File: config.mk
export PLATFORM = sky130hd
export DESIGN_NAME = key_encoder83
export DESIGN_NICKNAME = d
export VERILOG_FILES = /design/src/rtl/key_encoder83.sv
export SDC_FILE = /design/constraint.sdc
export NUM_CORES = 1
export LEC_CHECK = 0
export CAP_MARGIN = 20
export CORE_MARGIN = 8
export CORE_UTILIZATION = 35
export CTS_CLUSTER_DIAMETER = 40
export DETAILED_ROUTE_END_ITERATION = 10
export GPL_TIMING_DRIVEN = 0
export PLACE_DENSITY = 0.62
export SLEW_MARGIN = 10
export SYNTH_ARGS = -nofsm -noshare
export SYNTH_HDL_FRONTEND = slang
export SYNTH_SLANG_ARGS = --single-unit
File: constraint.sdc
create_clock -name clk -period 2.95 [get_ports clk]
set_clock_uncertainty 0.2 [all_clocks]
set_input_delay 0.59 -clock clk [delete_from_list [all_inputs] [get_ports clk]]
set_output_delay 0.59 -clock clk [all_outputs]
set_load 0.005 [all_outputs]
File: src/rtl/key_encoder83.sv
// -----------------------------------------------------------------------------
// key_encoder83
//
// Debounced 8-key priority encoder. Eight active-low push-buttons are
// synchronised, debounced on a slow sample tick, and priority-encoded into a
// registered 3-bit key code. The highest key index wins and maps to code
// 7 - index, so key[7] -> 3'b000 and key[0] -> 3'b111. With this mapping, the
// code lights the LED at the same bit position as the key when it drives the
// companion 3-8 LED decoder.
//
// Parameters
//   TICK_N     clocks per debounce sample tick (>= 2)
//   DEB_TICKS  consecutive mismatching ticks needed to accept a change (>= 1)
//   TICK_W     tick counter width, TICK_N <= 2**TICK_W
//   DEB_W      per-key debounce counter width, DEB_TICKS <= 2**DEB_W
//
// Ports
//   clk            system clock
//   rst_n          asynchronous active-low reset
//   key_n[7:0]     raw buttons, active-low, asynchronous to clk
//   key_code[2:0]  code of the highest-priority debounced key, held after
//                  release
//   key_valid      high while at least one debounced key is pressed
//   press_pulse    one-cycle strobe when key_code is loaded
//   release_pulse  one-cycle strobe when all keys become released
//
// Event outputs are plain one-cycle strobes. There is no back-pressure, so
// a consumer must sample every cycle in which a strobe is high.
// -----------------------------------------------------------------------------
module key_encoder83 #(
    parameter int TICK_N    = 12000,
    parameter int DEB_TICKS = 20,
    parameter int TICK_W    = 16,
    parameter int DEB_W     = 8
) (
    input  logic       clk,
    input  logic       rst_n,
    input  logic [7:0] key_n,
    output logic [2:0] key_code,
    output logic       key_valid,
    output logic       press_pulse,
    output logic       release_pulse
);

    typedef enum logic {
        IDLE    = 1'b0,
        PRESSED = 1'b1
    } state_t;

    localparam logic [TICK_W-1:0] TICK_LAST = TICK_W'(TICK_N - 1);
    localparam logic [DEB_W-1:0]  DEB_LAST  = DEB_W'(DEB_TICKS - 1);

    // -------------------------------------------------------------------------
    // Two-flop synchroniser. Resets to "released" so that nothing looks
    // pressed straight out of reset.
    // -------------------------------------------------------------------------
    logic [7:0] sync1;
    logic [7:0] sync2;

    always_ff @(posedge clk or negedge rst_n) begin
        if (!rst_n) begin
            sync1 <= 8'hFF;
            sync2 <= 8'hFF;
        end else begin
            sync1 <= key_n;
            sync2 <= sync1;
        end
    end

    // -------------------------------------------------------------------------
    // Sample tick: the counter runs 0..TICK_N-1 and wraps. The tick is high
    // in the cycle that holds the last count.
    // -------------------------------------------------------------------------
    logic [TICK_W-1:0] tick_cnt;
    logic              tick;

    assign tick = (tick_cnt == TICK_LAST);

    always_ff @(posedge clk or negedge rst_n) begin
        if (!rst_n) begin
            tick_cnt <= '0;
        end else if (tick) begin
            tick_cnt <= '0;
        end else begin
            tick_cnt <= tick_cnt + 1'b1;
        end
    end

    // -------------------------------------------------------------------------
    // Per-key debounce. cnt[i] counts ticks on which the synchronised level
    // differed from the accepted level deb[i]. Any cycle with a match clears
    // the count, so a bounce restarts qualification from zero. A glitch that
    // starts and ends between two ticks never reaches the counter.
    // -------------------------------------------------------------------------
    logic [7:0]       deb;
    logic [DEB_W-1:0] cnt [8];

    always_ff @(posedge clk or negedge rst_n) begin
        if (!rst_n) begin
            deb <= 8'hFF;
            for (int i = 0; i < 8; i++) begin
                cnt[i] <= '0;
            end
        end else begin
            for (int i = 0; i < 8; i++) begin
                if (sync2[i] == deb[i]) begin
                    cnt[i] <= '0;
                end else if (tick) begin
                    if (cnt[i] == DEB_LAST) begin
                        deb[i] <= sync2[i];
                        cnt[i] <= '0;
                    end else begin
                        cnt[i] <= cnt[i] + 1'b1;
                    end
                end
            end
        end
    end

    // -------------------------------------------------------------------------
    // Priority encode the debounced keys. The loop runs upward, so the
    // highest pressed index overwrites any lower one.
    // -------------------------------------------------------------------------
    logic [7:0] pressed;
    logic       any_pressed;
    logic [2:0] enc;

    assign pressed     = ~deb;
    assign any_pressed = |pressed;

    always_comb begin
        enc = 3'b000;
        for (int i = 0; i < 8; i++) begin
            if (pressed[i]) begin
                enc = 3'(7 - i);
            end
        end
    end

    // -------------------------------------------------------------------------
    // Event FSM. Every output is registered here. The strobes default low
    // each cycle, so each one lasts exactly one clock. The FSM state is
    // visible externally as key_valid.
    // -------------------------------------------------------------------------
    state_t state;

    always_ff @(posedge clk or negedge rst_n) begin
        if (!rst_n) begin
            state         <= IDLE;
            key_code      <= 3'b000;
            key_valid     <= 1'b0;
            press_pulse   <= 1'b0;
            release_pulse <= 1'b0;
        end else begin
            press_pulse   <= 1'b0;
            release_pulse <= 1'b0;
            case (state)
                IDLE: begin
                    if (any_pressed) begin
                        state       <= PRESSED;
                        key_valid   <= 1'b1;
                        key_code    <= enc;
                        press_pulse <= 1'b1;
                    end
                end
                PRESSED: begin
                    if (!any_pressed) begin
                        // key_code is deliberately kept so that the last key
                        // stays readable after release.
                        state         <= IDLE;
                        key_valid     <= 1'b0;
                        release_pulse <= 1'b1;
                    end else if (enc != key_code) begin
                        // Either a higher key joined, or the winning key let
                        // go while a lower one is still held.
                        key_code    <= enc;
                        press_pulse <= 1'b1;
                    end
                end
                default: begin
                    state     <= IDLE;
                    key_valid <= 1'b0;
                end
            endcase
        end
    end

endmodule

Word-level counts from Yosys, hierarchy flattened
Index checks and enable logic that the tools add are counted.
- register bits: 111
- output and inout port bits: 6
- add/subtract/negate cells: 9
- eq/ne operators: 22
- muxes and demuxes: 46
- bitwise logic cells: 10
- reductions and logical operators: 19
- operator list (operator ; count):
    $mux W8 ; 24
    $add A8 B1 Y8 const B ; 8
    $eq A8 B5 Y1 const B ; 8
    $mux W3 ; 11
    $reduce_and A3 Y1 ; 9
    $add A16 B1 Y16 const B ; 1
    $eq A16 B14 Y1 const B ; 1
    $mux W16 ; 1
    $reduce_bool A2 Y1 ; 8
    $not A1 Y1 ; 9
    $eq A1 B1 Y1 ; 8
    $not A8 Y8 ; 1
    $reduce_or A8 Y1 ; 1
    $mux W1 ; 7
    $ne A2 B2 Y1 const B ; 3
    $pmux W3 S2 ; 1
    $pmux W1 S2 ; 2
    $ne A3 B3 Y1 ; 1
    $ne A2 B1 Y1 const B ; 1
    $reduce_and A2 Y1 ; 1

Logic depth before layout (Yosys ltp)
- word-level depth: 13
- gate-level depth with buffers: 8
- mapped depth without buffers: 6

Least setup slack after synthesis
No wires, ideal clock.
- path kind: register -> register
- from: reg tick_cnt[0]
- to: reg cnt[59] (netlist name)
- setup time: 79 ps
- arrival: 1838 ps
- data required time: 2671 ps
- slack: 833 ps
- stages on the path, launching flop included: 7
- buffers on the path: 0
- cells stage by stage: dfrtp_1 ha_1 and4_1 and3_1 nand2_2 or4_1 a21oi_1
- cells in the longest elaborated chain, start to end: 2
- RTL lines (item ; RTL line ; source):
    from (decl) ; 74 ; logic [TICK_W-1:0] tick_cnt;
    from (signal assigned) ; 85 ; tick_cnt <= tick_cnt + 1'b1;
    $eq A16 B14 Y1 ; 77 ; assign tick = (tick_cnt == TICK_LAST);
    $reduce_bool A2 Y1 (no line) ; - ;
    to (signal, indexed assignment) ; 113 ; cnt[i] <= cnt[i] + 1'b1;
    to (decl) ; 96 ; logic [DEB_W-1:0] cnt [8];
No other way between the ends.
A chain may end at the register's enable or synchronous reset.

Final worst setup path
- from: reg tick_cnt[0]
- to: reg cnt[48] (netlist name)
The elaborated chain is that of the path after synthesis.

==> impl_metrics.json <==
{
  "critPathRequiredTime_ns": 2.96,
  "fmax_mhz": 373.0,
  "holdWs_ns": 0.1538,
  "port_buffers": 15,
  "wire_per_inst_um": 16.69,
  "vias": 4084,
  "status": "completed",
  "synth_top_family_by_area": "simple AND/OR/NAND/NOR gates",
  "drv_cap": 0,
  "cts-root-buf": "clkbuf_16",
  "start_util_pct": 35.60,
  "area_growth_pct": 14.07,
  "grt_max_degree": 71,
  "setup_viol_count_final": 0,
  "dp_slack_ns": 0.2813,
  "overflow": 0,
  "worstSetupEndpointType": "flip-flop",
  "seq_area_frac_synth_pct": 52.27,
  "grt_first_pass_wirelength_um": 20730,
  "netlist.top_cell.by_area": "dfrtp_1",
  "synth_common_cells": "dfrtp_1, nor2_1, nand2_1",
  "endpoint": "cnt[48]",
  "syn_area_sq_um": 5371,
  "slowest_delay_ns": 0.47,
  "cp_slowest_cell": "clkbuf_1",
  "cts_made_buffers": 9,
  "post-cts-setup-buffers": 0,
  "pwr-share-comb_pct": 2.4,
  "synth_top_flop_cell": "dfrtp_1",
  "yosys.area_share.simple_pct": 23.88,
  "path_clk_slew_ns": 0.07,
  "die_area_sq_um": 19570,
  "power_density_nw_per_um2": 483.6,
  "r2r_start": "tick_cnt[0]",
  "synth_top_area_share_pct": 40.53,
  "vias_per_cell": 5.633,
  "arrival_ns": 2.70,
  "fin_nets": 552,
  "synthTopCellsByArea": "dfrtp_1, dfstp_2, xor2_1",
  "cts_tree": "built",
  "place_inst": 708,
  "core_sq_um": 15090,
  "fin_crit_sh_pct": 90.88,
  "dieWidth_um": 139.9,
  "synth_adder_area_share_pct": 2.329,
  "min_period_ns": 2.681,
  "hold_viol_final": 0,
  "r2r_setup_slack_ns": 0.27,
  "seqPwrFrac_pct": 52.2,
  "r2r-end": "cnt[48]",
  "power_switching_w": 0.0006289,
  "cts_max_level": 3,
  "layout-drive-gt1-share_pct": 13.22,
  "grt_setup_unrepaired": "false",
  "setup_slack_ns": 0.2690,
  "avgSynthCellArea_sq_um": 10.66,
  "netSwitchingFraction_pct": 21.22,
  "cp_max_fo": 10,
  "drt-total-wl_um": 12100,
  "n_antenna_cell": 0,
  "synth_warnings": 0,
  "die_h_um": 139.9,
  "cp-startpoint": "tick_cnt[0]",
  "cellLeakagePower_nw": 2.460,
  "synth.most_common_cell": "dfrtp_1",
  "clock-sinks": 111,
  "fin_cells": 725,
  "syn_nets": 524,
  "ys_seq_elements": 111,
  "post-route-util_pct": 40.61,
  "ant_nets": 0,
  "worstSetupPathType": "reg2reg",
  "synth_compound_area_share_pct": 11.60,
  "drtPass1Iterations": 5,
  "relSlewSlack_pct": 44.00,
  "internal-power_w": 0.002334,
  "async_flop_share_pct": 100.0,
  "drtIter0Drc": 389,
  "synth_cell_types": 52,
  "grt_pass1_vias": 4119,
  "ioPinCount": 16,
  "pwr-share-clk_pct": 45.4,
  "reg2reg_depth": 8,
  "slew_viol_final": 0,
  "ir_worst_vdd_mv": 0.2774,
  "synth_xor_area_share_pct": 6.522,
  "hold_path.class": "reg2reg",
  "start_kind": "flip-flop",
  "synthMuxAreaShare_pct": 1.631,
  "dp_hpwl_um": 8051,
  "grt_use_total_pct": 13.07,
  "drc": 0,
  "cts_max_path_buffers": 2,
  "path_cells": "ha_1 > and4_1 > nand4b_2 > buf_2 > clkbuf_1 > nor3_1 > a21oi_1 > nor2_1",
  "antenna_found_initial": 0,
  "row_count": 45,
  "insertion_delay_ns": 0.36,
  "worstMarginPinSlew_ns": 0.8340,
  "synthCells": 504,
  "place.gp.congestion": 0.8099,
  "synth-edff-count": 0
}
==> power by group through the flow <==
| stage | sequential [W] | combinational, W | clock [W] |
|---|---|---|---|
| after CTS | 0.00155 | 0.0000732 | 0.00138 |
| after global placement | 0.00158 | 0.0000657 | 0 |
| after floorplan | 0.00157 | 0.0000170 | 0 |
| after detailed placement | 0.00158 | 0.0000716 | 0 |
| final | 0.00155 | 0.0000702 | 0.00135 |
| after global routing | 0.00155 | 0.0000798 | 0.00145 |
==> per-layer routing <==
metal / share of wire (%) / up-vias / wire length [um] / track usage, %
met5: 0 / - / 0 / 0
met4: 2.0 / 0 / 236 / 6.400
met3: 3.0 / 16 / 361 / 2.018
met2: 49 / 86 / 5965 / 21.35
met1: 46 / 2068 / 5539 / 16.59
li1: - / 1914 / - / -
==> metrics by stage <==
| stage | cell area, sq um | TNS (ns) | total power [W] |
|---|---|---|---|
| after global routing | 6127 | 0 | 0.003075 |
| final | 6127 | 0 | 0.002963 |
| after detailed placement | 5786 | 0 | 0.001648 |
| after floorplan | 5371 | 0 | 0.001592 |
| after CTS | 6127 | 0 | 0.003003 |
| after global placement | 5757 | -321.27 | 0.001642 |
==> registers in the layout (all words and copies together), names as in the netlist, 3 cells and up <==
name      flops
sync1         8
deb           8
sync2         8
key_code      3
cnt          64
tick_cnt     16
==> cells in the final DEF (no fill, tap or decap), drive strengths merged, types with 3 or more instances in the layout <==
cell type / instances
a21oi: 33
a311oi: 8
a31o: 5
a31oi: 6
a41oi: 6
and2: 10
and3: 17
and4: 4
buf: 9
clkbuf: 16
clkdlybuf4s50: 14
dfrtp: 87
dfstp: 24
ha: 10
inv: 11
mux2: 6
nand2: 37
nand2b: 4
nand3: 28
nand3b: 3
nand4: 22
nor2: 43
nor3: 3
nor4b: 9
o211ai: 4
o21ai: 25
o31ai: 6
or3: 6
or4: 14
or4b: 3
xnor2: 17
xor2: 23
==> cells by family after synthesis <==
logic type	count (synthesis)
AO/OA/AOI/OAI	100
XOR/XNOR	40
buffers and inverters	23
multiplexers	8
adder cells (fa/ha/maj)	10
AND/OR/NAND/NOR	212
flip-flops	111
==> worst min path at each step <==
stage / from / endpoint / slack (ns) / depth (start not counted)
after floorplan: rst_n / cnt[0] / 0.09 / 0
after global placement: sync1[2] / sync2[2] / 0.15 / 0
after detailed placement: sync1[6] / sync2[6] / 0.15 / 0
after CTS: sync1[6] / sync2[6] / 0.16 / 0
after global routing: sync1[6] / sync2[6] / 0.16 / 0
final: sync1[4] / sync2[4] / 0.15 / 0
==> layout make-up <==
type | instances | area, sq um
clock buffers | 10 | 239.0
fillers | 1454 | 8962
well taps | 188 | 235.2
plain buffers | 13 | 57.56
repair buffers | 17 | 188.9
multi-input cells | 370 | 2469
flip-flops and latches | 111 | 2808
clock inverters | 6 | 92.59
inverters | 10 | 37.54
==> what timing repair did <==
item                                   CTS  global route
setup endpoints to repair                0             0
gates resized for setup                  0             0
hold buffers                             1             0
endpoints found under the hold margin   35             0
==> critical path, delay by kind of cell (launching register included) <==
family                     cells  cell delay, ns
DFF                            1            0.45
adders and majority gates      1            0.30
AOI/OAI and AO/OA              1            0.15
and+or+nand+nor                4            0.66
buffers and inverters          2            0.78
(Power assumes the default switching activity.)
